[config.mk]
export PLATFORM = sky130hd
export DESIGN_NAME = repvgg_line_buffer
export DESIGN_NICKNAME = d
export VERILOG_FILES = /design/src/rtl/repvgg_pkg.sv /design/src/rtl/repvgg_line_mem.sv /design/src/rtl/repvgg_line_buffer.sv
export SDC_FILE = /design/constraint.sdc
export NUM_CORES = 1
export LEC_CHECK = 0
export ABC_CLOCK_PERIOD_IN_PS = 4100
export CAP_MARGIN = 20
export CORE_MARGIN = 2
export CORE_UTILIZATION = 55
export DETAILED_ROUTE_END_ITERATION = 8
export PLACE_DENSITY = 0.72
export SLEW_MARGIN = 20
export SYNTH_ARGS = -nofsm -noshare
export SYNTH_HDL_FRONTEND = slang
export SYNTH_SLANG_ARGS = --single-unit
[constraint.sdc]
create_clock -name clk -period 4.1 [get_ports clk]
set_input_delay 0.82 -clock clk [delete_from_list [all_inputs] [get_ports clk]]
set_output_delay 0.82 -clock clk [all_outputs]
set_load 0.01 [all_outputs]
[src/rtl/repvgg_pkg.sv]
// ---------------------------------------------------------------------------
// repvgg_pkg
// Shared definitions for the RepVGG line-buffer input stage: default pixel
// width, 3x3 kernel geometry, the line-buffer FSM state encoding and the
// helper that maps a window element (row i, column j) to its bit offset.
// ---------------------------------------------------------------------------
package repvgg_pkg;

   // Default bits per pixel (one channel-group word per beat)
   localparam int DEF_DATA_W = 8;

   // Kernel size and number of elements in one window
   localparam int K     = 3;
   localparam int WIN_N = K * K;

   // Line-buffer control states
   typedef enum logic [1:0] {
      ST_IDLE  = 2'd0,
      ST_RUN   = 2'd1,
      ST_DRAIN = 2'd2,
      ST_DONE  = 2'd3
   } lb_state_e;

   // Bit offset of window element (i = row, 0 oldest; j = column, 0 leftmost)
   function automatic int win_lsb(input int i, input int j, input int dw);
      return ((K * i) + j) * dw;
   endfunction

endpackage

[src/rtl/repvgg_line_mem.sv]
// ---------------------------------------------------------------------------
// repvgg_line_mem
// One line memory of DEPTH x DATA_W. A single address serves both the read
// and the write of an access; the read is combinational, so the value seen
// during a write cycle is the old contents (read-before-write).
// Ports:
//   clk    clock
//   we     write enable for this cycle
//   addr   shared read/write address (column index)
//   wdata  data written at addr on the rising edge when we is high
//   rdata  current contents at addr
// ---------------------------------------------------------------------------
module repvgg_line_mem
   import repvgg_pkg::*;
#(
   parameter int DATA_W = DEF_DATA_W,
   parameter int DEPTH  = 64,
   parameter int ADDR_W = 6
) (
   input  logic              clk,
   input  logic              we,
   input  logic [ADDR_W-1:0] addr,
   input  logic [DATA_W-1:0] wdata,
   output logic [DATA_W-1:0] rdata
);

   // Contents are don't-care after reset, so the array carries no reset
   logic [DATA_W-1:0] mem_r [DEPTH];

   // Write port: store the new column value on accepted pixels
   always_ff @(posedge clk) begin
      if (we) begin
         mem_r[addr] <= wdata;
      end
   end

   assign rdata = mem_r[addr];

endmodule

[src/rtl/repvgg_line_buffer.sv]
// ---------------------------------------------------------------------------
// repvgg_line_buffer
// Turns a raster-order pixel stream into 3x3 sliding windows (stride 1, no
// padding). Two line memories hold the previous two rows; a 3x3 register
// window shifts left on every accepted pixel and doubles as the output
// register, so a window appears one cycle after the pixel that completes it.
// Ports:
//   clk, rst_n              clock, asynchronous active-low reset
//   start                   one-cycle pulse: latch cfg_width/cfg_height
//   cfg_width, cfg_height   frame size W (3..MAX_W) and H (>=3)
//   busy                    high from accepted start until frame_done
//   cfg_err                 one-cycle pulse on a start with illegal config
//   in_valid/in_ready/in_data        pixel stream input
//   win_valid/win_ready/win_data     3x3 window output
//   frame_done              one-cycle pulse after the last window is taken
// ---------------------------------------------------------------------------
module repvgg_line_buffer
   import repvgg_pkg::*;
#(
   parameter int DATA_W = DEF_DATA_W,
   parameter int MAX_W  = 64,
   parameter int DIM_W  = 7
) (
   input  logic                    clk,
   input  logic                    rst_n,
   input  logic                    start,
   input  logic [DIM_W-1:0]        cfg_width,
   input  logic [DIM_W-1:0]        cfg_height,
   output logic                    busy,
   output logic                    cfg_err,
   input  logic                    in_valid,
   output logic                    in_ready,
   input  logic [DATA_W-1:0]       in_data,
   output logic                    win_valid,
   input  logic                    win_ready,
   output logic [WIN_N*DATA_W-1:0] win_data,
   output logic                    frame_done
);

   localparam int AW = (MAX_W > 1) ? $clog2(MAX_W) : 1;
   localparam logic [DIM_W-1:0] MAX_W_C   = DIM_W'(MAX_W);
   localparam logic [DIM_W-1:0] MIN_DIM_C = DIM_W'(K);
   localparam logic [DIM_W-1:0] ONE_C     = DIM_W'(1);
   localparam logic [DIM_W-1:0] TWO_C     = DIM_W'(2);

   lb_state_e state_r;
   lb_state_e state_next_s;

   logic [DIM_W-1:0]        width_r;
   logic [DIM_W-1:0]        height_r;
   logic [DIM_W-1:0]        row_r;
   logic [DIM_W-1:0]        col_r;
   logic                    busy_r;
   logic                    cfg_err_r;
   logic                    frame_done_r;
   logic                    win_valid_r;
   logic [WIN_N*DATA_W-1:0] win_r;
   logic [WIN_N*DATA_W-1:0] win_shift_s;

   logic                    cfg_ok_s;
   logic                    in_ready_s;
   logic                    accept_s;
   logic                    col_wrap_s;
   logic                    last_pix_s;
   logic                    win_load_s;
   logic                    drain_ok_s;
   logic [AW-1:0]           addr_s;
   logic [DATA_W-1:0]       mem_a_rd_s;
   logic [DATA_W-1:0]       mem_b_rd_s;

   // Handshake and frame-position decode for the current cycle
   always_comb begin
      cfg_ok_s   = (cfg_width >= MIN_DIM_C) && (cfg_width <= MAX_W_C) &&
                   (cfg_height >= MIN_DIM_C);
      // Output register may be refilled when empty or being drained this cycle
      in_ready_s = (state_r == ST_RUN) && (!win_valid_r || win_ready);
      accept_s   = in_valid && in_ready_s;
      col_wrap_s = (col_r == (width_r - ONE_C));
      last_pix_s = col_wrap_s && (row_r == (height_r - ONE_C));
      // Columns 0/1 of a row would mix in the previous row's tail: never emit
      win_load_s = accept_s && (row_r >= TWO_C) && (col_r >= TWO_C);
      drain_ok_s = !win_valid_r || win_ready;
      addr_s     = AW'(col_r);
   end

   // Next-state logic of the frame controller
   always_comb begin
      state_next_s = state_r;
      case (state_r)
         ST_IDLE: begin
            if (start && cfg_ok_s) begin
               state_next_s = ST_RUN;
            end else begin
               state_next_s = ST_IDLE;
            end
         end
         ST_RUN: begin
            if (accept_s && last_pix_s) begin
               state_next_s = ST_DRAIN;
            end else begin
               state_next_s = ST_RUN;
            end
         end
         ST_DRAIN: begin
            if (drain_ok_s) begin
               state_next_s = ST_DONE;
            end else begin
               state_next_s = ST_DRAIN;
            end
         end
         ST_DONE: begin
            state_next_s = ST_IDLE;
         end
         default: begin
            state_next_s = ST_IDLE;
         end
      endcase
   end

   // Frame controller state register
   always_ff @(posedge clk or negedge rst_n) begin
      if (!rst_n) begin
         state_r <= ST_IDLE;
      end else begin
         state_r <= state_next_s;
      end
   end

   // Config latch, row/column counters and status pulses
   always_ff @(posedge clk or negedge rst_n) begin
      if (!rst_n) begin
         width_r      <= '0;
         height_r     <= '0;
         row_r        <= '0;
         col_r        <= '0;
         busy_r       <= 1'b0;
         cfg_err_r    <= 1'b0;
         frame_done_r <= 1'b0;
      end else begin
         cfg_err_r    <= 1'b0;
         frame_done_r <= 1'b0;
         case (state_r)
            ST_IDLE: begin
               if (start) begin
                  if (cfg_ok_s) begin
                     width_r  <= cfg_width;
                     height_r <= cfg_height;
                     row_r    <= '0;
                     col_r    <= '0;
                     busy_r   <= 1'b1;
                  end else begin
                     cfg_err_r <= 1'b1;
                  end
               end
            end
            ST_RUN: begin
               if (accept_s) begin
                  if (col_wrap_s) begin
                     col_r <= '0;
                     row_r <= row_r + ONE_C;
                  end else begin
                     col_r <= col_r + ONE_C;
                  end
               end
            end
            ST_DRAIN: begin
               if (drain_ok_s) begin
                  frame_done_r <= 1'b1;
               end
            end
            ST_DONE: begin
               busy_r <= 1'b0;
            end
            default: begin
               busy_r <= 1'b0;
            end
         endcase
      end
   end

   // Shift the window one column left; new right column is {A[c], B[c], pixel}
   always_comb begin
      win_shift_s = win_r;
      for (int i = 0; i < K; i++) begin
         for (int j = 0; j < K - 1; j++) begin
            win_shift_s[win_lsb(i, j, DATA_W) +: DATA_W] =
               win_r[win_lsb(i, j + 1, DATA_W) +: DATA_W];
         end
      end
      win_shift_s[win_lsb(0, K - 1, DATA_W) +: DATA_W] = mem_a_rd_s;
      win_shift_s[win_lsb(1, K - 1, DATA_W) +: DATA_W] = mem_b_rd_s;
      win_shift_s[win_lsb(2, K - 1, DATA_W) +: DATA_W] = in_data;
   end

   // Window register and its valid flag. The window only shifts on accept,
   // and accept is blocked while a window is held, so a stalled window is
   // never disturbed.
   always_ff @(posedge clk or negedge rst_n) begin
      if (!rst_n) begin
         win_valid_r <= 1'b0;
         win_r       <= '0;
      end else begin
         if (win_load_s) begin
            win_valid_r <= 1'b1;
         end else if (win_ready) begin
            win_valid_r <= 1'b0;
         end
         if (accept_s) begin
            win_r <= win_shift_s;
         end
      end
   end

   // Line A holds row r-2 and is refilled from line B (row r-1)
   repvgg_line_mem #(
      .DATA_W (DATA_W),
      .DEPTH  (MAX_W),
      .ADDR_W (AW)
   ) u_mem_a (
      .clk   (clk),
      .we    (accept_s),
      .addr  (addr_s),
      .wdata (mem_b_rd_s),
      .rdata (mem_a_rd_s)
   );

   // Line B holds row r-1 and is refilled with the incoming pixel
   repvgg_line_mem #(
      .DATA_W (DATA_W),
      .DEPTH  (MAX_W),
      .ADDR_W (AW)
   ) u_mem_b (
      .clk   (clk),
      .we    (accept_s),
      .addr  (addr_s),
      .wdata (in_data),
      .rdata (mem_b_rd_s)
   );

   assign busy       = busy_r;
   assign cfg_err    = cfg_err_r;
   assign in_ready   = in_ready_s;
   assign win_valid  = win_valid_r;
   assign win_data   = win_r;
   assign frame_done = frame_done_r;

endmodule

==> impl_metrics.py <==
metrics = {
    "setup_path": {
        "arrival_ns": 4.48,
        "cp-start-kind": "flip-flop",
        "critical_path.max_stage_delay_ns": 1.04,
        "cpMostUsedCell": "buf_4",
        "crit_type": "flip-flop to flip-flop",
        "r2r_end": "u_mem_a.mem_r[27][1]",
        "timing.rr.start": "col_r[1]",
        "crit_required_ns": 4.51,
        "path_max_fanout": 40,
        "crit_path_end_kind": "flip-flop",
        "path_delay_family": "simple AND/OR/NAND/NOR gates",
        "cp_slowest_cell": "nor2_4",
        "ff2ff_setup_slack_ns": 0.03,
        "path_cells": "nor2_4 -> buf_4 -> a22oi_1 -> o22ai_1 -> nand2_1 -> o2111a_1 -> nand2_2 -> buf_4",
        "crit_buf_inv": 2,
        "r2r_cells": 8,
    },
    "hold_path": {
        "min_path_type": "primary input to async pin",
    },
    "floorplan": {
        "die-area_um2": 83500,
        "io_pins": 104,
        "num_rows": 104,
        "fp.dieW_um": 289,
        "core_um2": 80400,
        "die_y_um": 289,
        "start_util_pct": 55.5,
    },
    "logic_synthesis": {
        "mappedNetlistNets": 2701,
        "synth_edf_count": 1024,
        "syn_area_per_cell_um2": 16.7,
        "syn_inst": 2668,
        "syn_area_um2": 44700,
        "async_flop_share_pct": 9.38,
        "synth-seq-area-share_pct": 74.8,
        "ys.flop_type": "edfxtp_1",
        "ys_types": 84,
        "synth_warnings": 0,
        "ys_seq_elements": 1130,
    },
    "layout": {
        "drive_above_1_share_pct": 20.5,
        "syn_to_final_growth_pct": 15.6,
        "layout_common_cells": "edfxtp_1, nand2_1, buf_4",
        "nNetsFinal": 2958,
        "final_cell_area_um2": 51600,
        "layout_commonest_cell": "edfxtp_1",
        "multi_input_area_um2": 10300,
        "n_fill_cell": 5409,
        "regArea_um2": 33400,
        "final_core_util_pct": 64.2,
    },
    "timing": {
        "setup_tns_ns": 0,
        "fin_hold_ws_ns": 0.175,
        "rsz0062_at_grt": "no",
        "period_share_pct": 99.3,
        "max-slew-margin-rel_pct": 16.6,
        "tightest_slew_ns": 1.25,
        "fin_crit_ns": 4.07,
        "fmax_mhz": 246,
        "setup_violations": 0,
        "skew_ns": 0.0307,
        "slew_viol_final": 0,
        "finalHoldViolations": 0,
    },
    "global_routing": {
        "grt_pass1_vias": 26604,
        "antenna_found_initial": 2,
        "grt_pass1_wl_um": 189000,
        "grt_use_total_pct": 31.8,
        "grt_max_degree": 69,
        "grt-ovfl-total": 0,
    },
    "place": {
        "dp_hpwl_um": 82500,
        "gp_congestion": 0.993,
        "port_buffers": 103,
        "placed_area_um2": 48000,
    },
    "drt": {
        "vias_per_cell": 6.84,
        "vias": 27914,
        "drtIter0Drc": 4700,
        "avgRoutedWirePerCell_um": 32.6,
        "route.detailed.drc": 0,
        "dr.pass1.iters": 8,
        "totalWireLength_um": 133000,
        "antenna_left": 0,
    },
    "clocking": {
        "htreeDepth": 3,
        "root_buffer": "clkbuf_16",
        "clk_latency_ns": 0.70,
        "clock-sinks": 1130,
        "post_cts_resize_count": 0,
        "cts_setup_buffers": 0,
        "tritoncts": "yes",
        "cts_hold_buffers": 0,
        "cts_buffers": 108,
        "clk_pin_slew_ns": 0.06,
        "cts_buffer_depth": 3,
    },
    "flow_run": {
        "cap_violations": 0,
    },
    "power_and_ir_drop": {
        "p_leak_uw": 0.0177,
        "p_per_area_nw_per_um2": 779,
        "ir_drop_uv": 824,
        "power_uw": 40200,
    },
    "outcome": {
        "status": "finished clean",
    },
}
[registers in the layout, indices dropped and copies added (netlist names), named ones only]
signal	count
u_mem_a.mem_r	512
win_valid	1
col_r	7
u_mem_b.mem_r	512
busy	1
row_r	7
state_r	1
win_data	72
cfg_err	1
frame_done	1
height_r	7
width_r	7
[area by class of cell]
class                           instances  share of cell area [%]
Sequential cell                      1130                    64.7
Multi-Input combinational cell       1350                    20.0
Clock buffer                          138                    5.76
Timing Repair Buffer                  325                    5.67
Tap cell                             1060                    2.57
Clock inverter                         66                    1.22
Inverter                               10                  0.0727
Antenna cell                            1                 0.00485
[metal layers]
metal  vias to the layer above  track usage (%)  part of all wire (%)
met5                         -            0.284                 0.047
met4                         6             16.3                   5.7
met3                       426             9.28                    14
met2                      2386             47.4                    45
met1                     13918             42.9                    35
li1                      11178                -                     -
[cell families after synthesis]
| kind of cell | after synthesis | synth area share [%] |
|---|---|---|
| buffers and inverters | 188 | 2.26 |
| AO/OA/AOI/OAI | 527 | 8.72 |
| flip-flops | 1130 | 74.8 |
| AND/OR/NAND/NOR | 508 | 5.02 |
| XOR/XNOR | 18 | 0.370 |
| multiplexers | 291 | 8.68 |
| adder cells (fa/ha/maj) | 6 | 0.168 |
[where the power goes]
part	internal, uW	switching, uW
combinational	4600	9330
clock	5720	4300
sequential	15500	833
[worst max path at each step]
stage	startpoint	end	slack, ns	cells after the start
finish	col_r[1]	u_mem_a.mem_r[27][1]	0.03	8
CTS	col_r[1]	u_mem_a.mem_r[27][1]	0.39	8
global placement	win_ready	u_mem_b.mem_r[12][5]	0.29	7
global route	col_r[0]	win_data[43]	0.10	9
floorplan	col_r[1]	win_data[45]	0.64	9
detailed placement	win_ready	u_mem_a.mem_r[60][0]	0.28	7
[through the flow]
stage	instances	setup slack, ns
floorplan	2668	0.644
finish	4080	0.0306
CTS	4079	0.391
global placement	3875	0.293
detailed placement	3875	0.279
global route	4079	0.103
[cells in the mapped netlist, types with 5 or more instances]
master | instances | area (um^2)
ha_1 | 6 | 75.1
nand2_1 | 256 | 961
dfrtp_1 | 106 | 2650
nor4_1 | 8 | 50.1
o2bb2ai_1 | 9 | 78.8
nand2b_1 | 9 | 56.3
buf_6 | 17 | 191
buf_4 | 27 | 203
clkbuf_1 | 65 | 244
mux4_2 | 65 | 1460
nor2_1 | 127 | 477
mux2i_1 | 108 | 1080
a221oi_1 | 90 | 788
nor2b_1 | 13 | 81.3
a2bb2oi_1 | 5 | 43.8
xnor2_1 | 14 | 123
o211ai_1 | 7 | 52.6
a22oi_1 | 84 | 631
inv_1 | 9 | 33.8
and3_1 | 9 | 56.3
o31ai_1 | 6 | 45.0
nor3_1 | 14 | 70.1
o2111ai_1 | 6 | 52.6
a21oi_1 | 68 | 340
edfxtp_1 | 1024 | 30700
buf_2 | 60 | 300
o21ai_0 | 59 | 295
and2_1 | 6 | 37.5
a22o_1 | 22 | 193
a211oi_1 | 19 | 143
nand3_1 | 25 | 125
a21boi_0 | 5 | 37.5
a221o_1 | 20 | 200
a32oi_1 | 8 | 70.1
mux2_2 | 116 | 1310
o221ai_1 | 7 | 61.3
o32a_1 | 5 | 50.1
a31oi_1 | 16 | 100
o22ai_1 | 50 | 313
buf_1 | 9 | 33.8
Note: power is estimated with default switching activity, not from simulation.
